**config.mk**
```make
export PLATFORM = sky130hd
export DESIGN_NAME = vga_timing_gen_flat
export DESIGN_NICKNAME = d
export VERILOG_FILES = /design/src/rtl/vga_timing_pkg.sv /design/src/rtl/vga_timing_if.sv /design/src/rtl/vga_timing_pixel_tick_div.sv /design/src/rtl/vga_timing_gen.sv /design/src/flat_wrapper.sv
export SDC_FILE = /design/constraint.sdc
export NUM_CORES = 1
export LEC_CHECK = 0
export CAP_MARGIN = 20
export CORE_MARGIN = 2
export CORE_UTILIZATION = 52
export CTS_BUF_LIST = sky130_fd_sc_hd__clkbuf_16
export DETAILED_ROUTE_END_ITERATION = 10
export PLACE_DENSITY = 0.81
export SLEW_MARGIN = 40
export SYNTH_ARGS = -nofsm -noshare
export SYNTH_HDL_FRONTEND = slang
export SYNTH_SLANG_ARGS = --single-unit
export TNS_END_PERCENT = 50
```
**constraint.sdc**
```tcl
create_clock -name clk -period 3.3 [get_ports clk]
set_input_delay 0.33 -clock clk [delete_from_list [all_inputs] [get_ports clk]]
set_output_delay 0.33 -clock clk [all_outputs]
set_load 0.05 [all_outputs]
```
**src/rtl/vga_timing_pkg.sv**
```systemverilog
// Shared VGA mode constants, sync-polarity encoding and the region decode used by the timing generator.
package vga_timing_pkg;

  localparam bit POL_ACTIVE_LOW  = 1'b0;
  localparam bit POL_ACTIVE_HIGH = 1'b1;

  // 640x480@60 (25.175 MHz nominal pixel clock)
  localparam int M640_H_DISPLAY = 640;
  localparam int M640_H_FRONT   = 16;
  localparam int M640_H_SYNC    = 96;
  localparam int M640_H_BACK    = 48;
  localparam int M640_V_DISPLAY = 480;
  localparam int M640_V_FRONT   = 10;
  localparam int M640_V_SYNC    = 2;
  localparam int M640_V_BACK    = 33;

  // 800x600@60 (40 MHz pixel clock, positive syncs)
  localparam int M800_H_DISPLAY = 800;
  localparam int M800_H_FRONT   = 40;
  localparam int M800_H_SYNC    = 128;
  localparam int M800_H_BACK    = 88;
  localparam int M800_V_DISPLAY = 600;
  localparam int M800_V_FRONT   = 1;
  localparam int M800_V_SYNC    = 4;
  localparam int M800_V_BACK    = 23;

  typedef enum logic [1:0] {
    REG_DISPLAY,
    REG_FRONT,
    REG_SYNC,
    REG_BACK
  } region_e;

  function automatic int span_total(int d, int f, int s, int b);
    return d + f + s + b;
  endfunction

  function automatic int sync_start(int d, int f);
    return d + f;
  endfunction

  function automatic int sync_end(int d, int f, int s);
    return d + f + s;
  endfunction

  function automatic region_e region_of(int pos, int d, int f, int s);
    if (pos < d)                    return REG_DISPLAY;
    else if (pos < sync_start(d, f)) return REG_FRONT;
    else if (pos < sync_end(d, f, s)) return REG_SYNC;
    else                            return REG_BACK;
  endfunction

endpackage

```
**src/rtl/vga_timing_if.sv**
```systemverilog
// Timing bundle between the sync generator (master) and its consumers (slave).
interface vga_timing_if #(
  parameter int CW      = 12,
  parameter int FRAME_W = 16
);
  logic               enable;
  logic               p_tick;
  logic               hsync;
  logic               vsync;
  logic               video_on;
  logic [CW-1:0]      x;
  logic [CW-1:0]      y;
  logic               line_start;
  logic               frame_start;
  logic [FRAME_W-1:0] frame_count;

  modport master (
    input  enable,
    output p_tick, hsync, vsync, video_on, x, y, line_start, frame_start, frame_count
  );

  modport slave (
    output enable,
    input  p_tick, hsync, vsync, video_on, x, y, line_start, frame_start, frame_count
  );
endinterface

```
**src/rtl/vga_timing_pixel_tick_div.sv**
```systemverilog
// Pixel-rate strobe divider: p_tick fires once every CLK_DIV enabled clocks and freezes with enable.
module pixel_tick_div #(
  parameter int CLK_DIV = 4
) (
  input  logic clk,
  input  logic reset_n,
  input  logic enable,
  output logic p_tick
);
  // With CLK_DIV=1 the counter degenerates to a constant 0, so p_tick simply follows enable.
  localparam int DW = (CLK_DIV > 1) ? $clog2(CLK_DIV) : 1;
  localparam logic [DW-1:0] LAST = DW'(CLK_DIV - 1);

  logic [DW-1:0] div_cnt;

  always_ff @(posedge clk or negedge reset_n) begin
    if (!reset_n) begin
      div_cnt <= '0;
    end else if (enable) begin
      div_cnt <= (div_cnt == LAST) ? '0 : div_cnt + DW'(1);
    end
  end

  assign p_tick = enable && (div_cnt == LAST);

endmodule

```
**src/rtl/vga_timing_gen.sv**
```systemverilog
// Parametrised VESA-style sync generator with internal pixel divider and zero-skew registered outputs.
// Optional frame counter enabled by defining VGA_TIMING_FRAME_CNT_EN.
module vga_timing_gen
  import vga_timing_pkg::*;
#(
  parameter int H_DISPLAY = M640_H_DISPLAY,
  parameter int H_FRONT   = M640_H_FRONT,
  parameter int H_SYNC    = M640_H_SYNC,
  parameter int H_BACK    = M640_H_BACK,
  parameter int V_DISPLAY = M640_V_DISPLAY,
  parameter int V_FRONT   = M640_V_FRONT,
  parameter int V_SYNC    = M640_V_SYNC,
  parameter int V_BACK    = M640_V_BACK,
  parameter bit HSYNC_POL = POL_ACTIVE_LOW,
  parameter bit VSYNC_POL = POL_ACTIVE_LOW,
  parameter int CLK_DIV   = 4,
  parameter int CW        = 12,
  parameter int FRAME_W   = 16
) (
  input logic        clk,
  input logic        reset_n,
  vga_timing_if.master bus
);
  localparam int H_TOTAL = span_total(H_DISPLAY, H_FRONT, H_SYNC, H_BACK);
  localparam int V_TOTAL = span_total(V_DISPLAY, V_FRONT, V_SYNC, V_BACK);

  if ((H_TOTAL - 1) >= (1 << CW) || (V_TOTAL - 1) >= (1 << CW)) begin : g_bad_cw
    $error("vga_timing_gen: H_TOTAL-1 or V_TOTAL-1 does not fit in CW bits");
  end
  if (CLK_DIV < 1) begin : g_bad_div
    $error("vga_timing_gen: CLK_DIV must be at least 1");
  end

  logic          p_tick;
  logic [CW-1:0] x_q, y_q, x_n, y_n;
  logic          video_on_q, hsync_q, vsync_q, line_start_q, frame_start_q;
  region_e       h_reg_n, v_reg_n;

  pixel_tick_div #(.CLK_DIV(CLK_DIV)) u_div (
    .clk     (clk),
    .reset_n (reset_n),
    .enable  (bus.enable),
    .p_tick  (p_tick)
  );

  always_comb begin
    x_n = x_q + CW'(1);
    y_n = y_q;
    if (x_q == CW'(H_TOTAL - 1)) begin
      x_n = '0;
      y_n = (y_q == CW'(V_TOTAL - 1)) ? '0 : y_q + CW'(1);
    end
  end

  assign h_reg_n = region_of(int'(x_n), H_DISPLAY, H_FRONT, H_SYNC);
  assign v_reg_n = region_of(int'(y_n), V_DISPLAY, V_FRONT, V_SYNC);

  // Flags decode the next counts so they land in the same clk as the new x/y; reset parks on the last pixel.
  always_ff @(posedge clk or negedge reset_n) begin
    if (!reset_n) begin
      x_q           <= CW'(H_TOTAL - 1);
      y_q           <= CW'(V_TOTAL - 1);
      video_on_q    <= 1'b0;
      hsync_q       <= ~HSYNC_POL;
      vsync_q       <= ~VSYNC_POL;
      line_start_q  <= 1'b0;
      frame_start_q <= 1'b0;
    end else begin
      line_start_q  <= 1'b0;
      frame_start_q <= 1'b0;
      if (p_tick) begin
        x_q           <= x_n;
        y_q           <= y_n;
        video_on_q    <= (h_reg_n == REG_DISPLAY) && (v_reg_n == REG_DISPLAY);
        hsync_q       <= (h_reg_n == REG_SYNC) ? HSYNC_POL : ~HSYNC_POL;
        vsync_q       <= (v_reg_n == REG_SYNC) ? VSYNC_POL : ~VSYNC_POL;
        line_start_q  <= (x_n == '0);
        frame_start_q <= (x_n == '0) && (y_n == '0);
      end
    end
  end

`ifdef VGA_TIMING_FRAME_CNT_EN
  logic [FRAME_W-1:0] frame_count_q;

  always_ff @(posedge clk or negedge reset_n) begin
    if (!reset_n) begin
      frame_count_q <= '0;
    end else if (frame_start_q) begin
      frame_count_q <= frame_count_q + FRAME_W'(1);
    end
  end

  assign bus.frame_count = frame_count_q;
`else
  assign bus.frame_count = '0;
`endif

  assign bus.p_tick      = p_tick;
  assign bus.x           = x_q;
  assign bus.y           = y_q;
  assign bus.video_on    = video_on_q;
  assign bus.hsync       = hsync_q;
  assign bus.vsync       = vsync_q;
  assign bus.line_start  = line_start_q;
  assign bus.frame_start = frame_start_q;

endmodule

```
**src/flat_wrapper.sv**
```systemverilog
// flat-port wrapper written by rule: the top's interface ports become plain ports
module vga_timing_gen_flat import vga_timing_pkg::*;
#(
  parameter int H_DISPLAY = M640_H_DISPLAY,
  parameter int H_FRONT   = M640_H_FRONT,
  parameter int H_SYNC    = M640_H_SYNC,
  parameter int H_BACK    = M640_H_BACK,
  parameter int V_DISPLAY = M640_V_DISPLAY,
  parameter int V_FRONT   = M640_V_FRONT,
  parameter int V_SYNC    = M640_V_SYNC,
  parameter int V_BACK    = M640_V_BACK,
  parameter bit HSYNC_POL = POL_ACTIVE_LOW,
  parameter bit VSYNC_POL = POL_ACTIVE_LOW,
  parameter int CLK_DIV   = 4,
  parameter int CW        = 12,
  parameter int FRAME_W   = 16
)
  (clk, reset_n, bus_enable, bus_p_tick, bus_hsync, bus_vsync, bus_video_on, bus_x, bus_y, bus_line_start, bus_frame_start, bus_frame_count);
  vga_timing_if #(.CW(CW), .FRAME_W(FRAME_W)) bus_i ();
  input logic clk;
  input logic reset_n;
  input wire logic [$bits(bus_i.enable)-1:0] bus_enable;
  output wire logic [$bits(bus_i.p_tick)-1:0] bus_p_tick;
  output wire logic [$bits(bus_i.hsync)-1:0] bus_hsync;
  output wire logic [$bits(bus_i.vsync)-1:0] bus_vsync;
  output wire logic [$bits(bus_i.video_on)-1:0] bus_video_on;
  output wire logic [$bits(bus_i.x)-1:0] bus_x;
  output wire logic [$bits(bus_i.y)-1:0] bus_y;
  output wire logic [$bits(bus_i.line_start)-1:0] bus_line_start;
  output wire logic [$bits(bus_i.frame_start)-1:0] bus_frame_start;
  output wire logic [$bits(bus_i.frame_count)-1:0] bus_frame_count;
  assign bus_i.enable = bus_enable;
  assign bus_p_tick = bus_i.p_tick;
  assign bus_hsync = bus_i.hsync;
  assign bus_vsync = bus_i.vsync;
  assign bus_video_on = bus_i.video_on;
  assign bus_x = bus_i.x;
  assign bus_y = bus_i.y;
  assign bus_line_start = bus_i.line_start;
  assign bus_frame_start = bus_i.frame_start;
  assign bus_frame_count = bus_i.frame_count;
  vga_timing_gen #(.H_DISPLAY(H_DISPLAY), .H_FRONT(H_FRONT), .H_SYNC(H_SYNC), .H_BACK(H_BACK), .V_DISPLAY(V_DISPLAY), .V_FRONT(V_FRONT), .V_SYNC(V_SYNC), .V_BACK(V_BACK), .HSYNC_POL(HSYNC_POL), .VSYNC_POL(VSYNC_POL), .CLK_DIV(CLK_DIV), .CW(CW), .FRAME_W(FRAME_W)) u_core (.clk(clk), .reset_n(reset_n), .bus(bus_i));
endmodule
```
Yosys cells after proc, flatten, opt, wreduce, memory -nomap -nowiden
Cells that the tools add are included.
{ "word_totals": {"regBits": 31, "inputBits": 3, "output_inout_bits": 46, "wordCells": 43} }
{ "classes": {"n_addsub": 3, "magnitude_cmp": 6, "n_eq_ne": 5, "mux": 14, "n_reduce_logical": 7} }
{ "op_table": {"columns": ["cell", "n"], "rows": [
  ["12-bit by 10-bit < comparator with 1-bit output, second input constant", 3],
  ["12-bit by 9-bit < comparator with 1-bit output, second input constant", 3],
  ["12-bit two-way mux", 3],
  ["12-bit by 1-bit adder with 12-bit output, second input constant", 2],
  ["12-bit by 10-bit == test with 1-bit output, second input constant", 2],
  ["12-bit logical NOT", 2],
  ["2-bit two-way mux", 5],
  ["2-bit == test, second input constant", 3],
  ["1-bit two-way mux", 6],
  ["2-bit logical NOT", 2],
  ["1-bit logical AND", 3],
  ["2-bit by 1-bit adder with 2-bit output, second input constant", 1]
]} }

Longest topological paths before layout
{ "logic_depth": {"depth_word": 9, "ltp_mapped": 10} }

Modules after synthesis
A second synthesis with hierarchy kept.
{ "hier_totals": {"hier_cells": 248, "hier_area_um2": 2264.7} }
{ "modules_own_cells": {"columns": ["mod", "instances", "cells_each", "area_each_um2", "seq_area_each_um2"], "rows": [
  ["vga_timing_gen", 1, 241, 2163.3, 740.7],
  ["pixel_tick_div", 1, 7, 101.3, 50.0]
]} }

Least setup slack after synthesis
Ideal clock, no wire load.
{ "synth_path": {"path_kind": "flip-flop to flip-flop", "start": "register u_core.x_q[7] (netlist: u_core.bus.x[7])", "end": "register u_core.video_on_q (netlist: u_core.bus.video_on)", "arrival_time_ns": 2.941, "required_time_ns": 3.233, "setup_slack_ns": 0.292, "stages_incl_launch_ff": 9, "n_path_buf": 2, "synth_period_minus_slack_ns": 3.008, "path_cell_list": "dfrtp_1 -> buf_6 -> or4_4 -> or4_4 -> buf_6 -> o31a_1 -> a211o_1 -> a2111oi_2 -> a32o_2"} }
{ "synth_between": {"elab_chain_len": 8, "word_cells_on_any_way": 19, "classes_between": "1 x add/sub; 6 x order compare; 1 x eq/ne; 8 x mux; 3 x reduce/logical"} }
{ "synth_lines": {"columns": ["item", "line_no", "rtl"], "rows": [
  ["start: declaration", "vga_timing_gen.sv:35", "logic [CW-1:0] x_q, y_q, x_n, y_n;"],
  ["start signal: assignment", "vga_timing_gen.sv:61", "x_q <= CW'(H_TOTAL - 1);"],
  ["start signal: assignment", "vga_timing_gen.sv:72", "x_q <= x_n;"],
  ["12-bit by 1-bit adder with 12-bit output / 12-bit by 10-bit == test with 1-bit output (equally long branches)", "vga_timing_gen.sv:47, vga_timing_gen.sv:49", null],
  ["12-bit two-way mux", "vga_timing_gen.sv:49", "if (x_q == CW'(H_TOTAL - 1)) begin"],
  ["12-bit by 10-bit < comparator with 1-bit output / 12-bit by 9-bit < comparator with 1-bit output (equally long branches)", "vga_timing_pkg.sv:49", "else if (pos < sync_end(d, f, s)) return REG_SYNC;"],
  ["1-bit two-way mux", "vga_timing_pkg.sv:49", null],
  ["2-bit two-way mux", "vga_timing_pkg.sv:48", "else if (pos < sync_start(d, f)) return REG_FRONT;"],
  ["2-bit two-way mux", "vga_timing_pkg.sv:47", "if (pos < d) return REG_DISPLAY;"],
  ["2-bit logical NOT", "vga_timing_gen.sv:74", "video_on_q <= (h_reg_n == REG_DISPLAY) && (v_reg_n == REG_DISPLAY);"],
  ["1-bit logical AND *", "vga_timing_gen.sv:74", null],
  ["end signal: assignment", "vga_timing_gen.sv:74", null],
  ["end: declaration", "vga_timing_gen.sv:36", "logic video_on_q, hsync_q, vsync_q, line_start_q, frame_start_q;"]
]} }
Mark *: on every way between the ends. The rest lies on a longest branch, timed or not.
A chain may end at the register's enable or synchronous reset.

Worst setup path after layout
{ "layout_path": {"start": "register u_core.x_q[0] (netlist: u_core.bus.x[0])", "end": "register u_core.video_on_q (netlist: u_core.bus.video_on)"} }
Same word-level chain as after synthesis.

==> results.txt <==
----------------------------------------------------
[Placed design]
  Placer's final routability congestion estimate ... between 0.8 and 0.9
  Number of cells in the design after placement ... between 300 and 400
  Half-perimeter wire length of the detailed placement result ... between 4000 and 5000 um
  IO Port Bufs ... 32

[Global route]
  Busiest grt layer ... met2
  Maximum number of pins on one net before global-route repair ... 32
  Global-route met3 utilization ... 3.52%
  Global routing met1 resource utilization ... between 30 and 40%
  Met2 Track Usage GR ... around 36%
  Antenna violations before repair ... 0
  Wire length of the first global-routing pass ... 9810 um
  Number of global-route vias before repair ... ~2k
  Total gr overflow ... 0
  Gr usage total ... 24.1%

[Final layout]
  Seq. cell area ... just under 800 um^2
  Core occupancy in the finished layout ... 63.6%
  Area used by multi-input combinational logic ... about 1400 um^2
  Final Instance Count excl. Fillers ... roughly 370
  Layout overhead on the synthesized area ... 17.0%
  Post-layout nets ... around 320
  Count of fill cells added during filler insertion ... between 300 and 400
  Proportion of layout cells with a drive suffix above 1 ... a little over a tenth
  # diodes ... 0

[Clock tree]
  Clock latency on the worst-skew pair ... approximately 0.28 ns
  Post-cts resize count ... 0
  Number of clock buffers inserted by TritonCTS ... 5
  Count of H-tree levels built during CTS ... 2
  Maximum number of buffers from clock root to sink ... 2
  Num Clock Sinks ... 31
  Number of buffers added for setup after CTS ... 0
  TritonCTS clock tree ... yes
  Clock Pin Slew Worst Setup and Hold Paths ... roughly 0.050 ns
  Hold_buf cts ... 0
  Clock tree root buffer cell ... clkbuf_16

[STA]
  Total Negative Setup Slacks ... 0 ns
  Min Clock Period, post-route ... just under 3 ns
  Clock Skews ... about 0.0074 ns
  Period utilisation layout ... 90.2%
  Maximum frequency from static timing analysis ... around 340 MHz
  Worst-case headroom to the max-slew limit ... between 60% and 70%
  Count of endpoints failing setup in the final report ... 0
  RSZ-0062 raised after global routing ... false
  Number of pins exceeding their max-slew limit in the final report ... 0
  Hold violation count in the final report ... 0
  Transition time of the tightest slew-check pin ... around 0.52 ns

[Floorplanning]
  I/O pin count ... just under 50
  Initial cell density of the core ... about 54%
  Die Span Y ... between 70 and 80 um
  Core Footprint ... ~4400 um^2
  Count of standard-cell rows ... 24
  Die boundary width ... ~72 um
  Die area ... between 5000 and 6000 um^2

[Logic synthesis]
  Share of the synthesized area in the top cell type ... about 20%
  Summed instance area of the synthesized netlist ... 2380 um^2
  Cell with the most instances after synthesis ... nand2_1
  Most instantiated cells after synthesis ... nand2_1 (27), nand3_1 (20), nor2_1 (20)
  Post-synthesis cell type with the largest combined area ... dfrtp_1
  Yosys warning count ... 0
  Most frequently used flop master after synthesis ... dfrtp_1
  Number of storage elements in the synthesis netlist ... 31
  Sequential share of the synthesized area ... around a third
  Library cells used by synthesis ... 58
  Post-synth EDFFs ... 0
  Mean cell area of the mapped netlist ... 8.21 um^2
  Biggest area contributors in the synthesized netlist ... dfrtp_1 (20%), dfstp_2 (13%), buf_4 (5.0%), nand2_1 (4.3%), nand3_1 (4.2%)
  Count of mapped cells out of synthesis ... 290
  Async set or reset register ratio after synthesis ... between 90% and 100%

[Pwr]
  Power after layout ... between 1000 and 1500 uW
  PD cells ... between 500 and 600 nW/um^2
  Leakage Power ... roughly 0.0011 uW
  Worst-case vdd ir drop ... ~530 uV

[Worst setup path]
  Worst Path Class, Setup ... reg2reg
  Biggest fanout along the worst timing path ... 24
  Worst EP arrival ... 3.14 ns
  CP endpoint kind ... register
  Data required time at the worst endpoint ... 3.46 ns
  Sort of element at the start of the critical path ... register

[Routing]
  Starting DRC count in detailed routing ... 172
  Total DRC errors in the routed layout ... 0
  Detailed-route wire length ... 5820 um
  Detail Route Antenna Nets ... 0
  Via density per instance ... between 6 and 7
  Detailed Routing Iterations Pass 1 ... 4
  Via count ... ~2.2k
  Post-DR wirelength/cell ... between 15 and 20 um

[Min path]
  Class of the tightest hold or removal check ... in2async

[Status]
  Status ... completed

[Run]
  Total of max-cap violations ... 0

----------------------------------------------------
[report_power, final]
| part | switching, uW | leakage, uW | internal [uW] | total (uW) |
|---|---|---|---|---|
| sequential | 71.2 | 0.000379 | 450 | 521 |
| clock | 157 | 0.0000701 | 271 | 428 |
| combinational | 316 | 0.000654 | 165 | 481 |
| total | 545 | 0.00110 | 885 | 1430 |
[sequential cells by signal, indices dropped and copies added (netlist names)]
name                    flops
u_core.bus.x               12
u_core.bus.hsync            1
u_core.u_div.div_cnt        2
u_core.bus.video_on         1
u_core.bus.vsync            1
u_core.bus.frame_start      1
u_core.bus.line_start       1
u_core.bus.y               12
[metal layers]
| metal | part of all wire, % | routed length, um |
|---|---|---|
| met5 | 0 | 0 |
| met2 | 45 | 2620 |
| met3 | 7.5 | 439 |
| met4 | 1.9 | 110 |
| met1 | 45 | 2640 |
[through the flow]
step	area, um^2	setup slack [ns]	hold slack, ns
after floorplan	2440	0.292	0.0344
final	2790	0.325	0.449
after detailed placement	2650	0.416	0.504
after global routing	2790	0.126	0.509
after CTS	2790	0.356	0.459
after global placement	2650	0.527	0.496
[critical path: stages (launching register included)]
cell and delay (ns):
dfstp_2 0.60, ha_1 0.28, nand4_1 0.36, or4_4 0.53
buf_4 0.23, nor4_1 0.34, a211o_1 0.19, a2111oi_2 0.05
a32o_2 0.27
[path summary, 6_finish.rpt]
| check | slack, ns | depth (start not counted) | startpoint | endpoint |
|---|---|---|---|---|
| setup reg to reg | 0.32 | 8 | u_core.bus.x[0] | u_core.bus.video_on |
| hold reg to reg | 0.52 | 1 | u_core.bus.hsync | u_core.bus.hsync |
| max in group asynchronous | 2.52 | 2 | reset_n | u_core.bus.x[3] |
| min in group clk | 0.52 | 1 | u_core.bus.hsync | u_core.bus.hsync |
| hold / removal | 0.45 | 2 | reset_n | u_core.bus.y[1] |
| setup / recovery | 0.32 | 8 | u_core.bus.x[0] | u_core.bus.video_on |
[cell usage in the layout, fill, tap and decap left out, types with 3 or more instances in the layout]
cell type        netlist  layout
nand2_1               27      27
nand4_1                5       5
nand2b_1               3       3
a211o_1                3       3
clkbuf_16              0       5
o31ai_1                7       7
xnor2_1               10      10
a211oi_1               3       3
buf_4                 16       7
xor2_1                 6       6
inv_1                  8       9
clkdlybuf4s50_1        0      32
dfrtp_1               19      19
nor4_1                 7       7
clkinv_1               1       3
nor2_1                20      20
ha_1                   4       4
o21ai_0               17      17
nand3_1               20      20
conb_1                 1      16
nor3_1                10      10
and4_1                 4       4
nor2b_1                4       4
a21oi_1               10      10
dfstp_2               12      12
a31oi_1                4       4
and3_1                 5       5
[layout make-up]
type	count	share of cell area, %
inverters	9	1.21
well taps	52	2.33
flip-flops and latches	31	28.4
clock inverters	3	0.404
repair buffers	39	13.4
multi-input cells	226	49.8
clock buffers	5	4.49
[logic make-up (layout without fill, tap and decap cells)]
| kind of cell | Yosys count | count (layout) | share of synthesized area, % |
|---|---|---|---|
| AOI/OAI and AO/OA | 68 | 68 | 20.0 |
| DFF | 31 | 31 | 33.2 |
| xor gates and xnor gates | 16 | 16 | 5.89 |
| muxes | 3 | 3 | 1.37 |
| adders and majority gates | 4 | 4 | 2.10 |
| and+or+nand+nor | 119 | 119 | 26.4 |
| buffers and inverters | 48 | 56 | 10.9 |
| other | 1 | 16 | 0.157 |
Note: power is estimated with default switching activity, not from simulation.
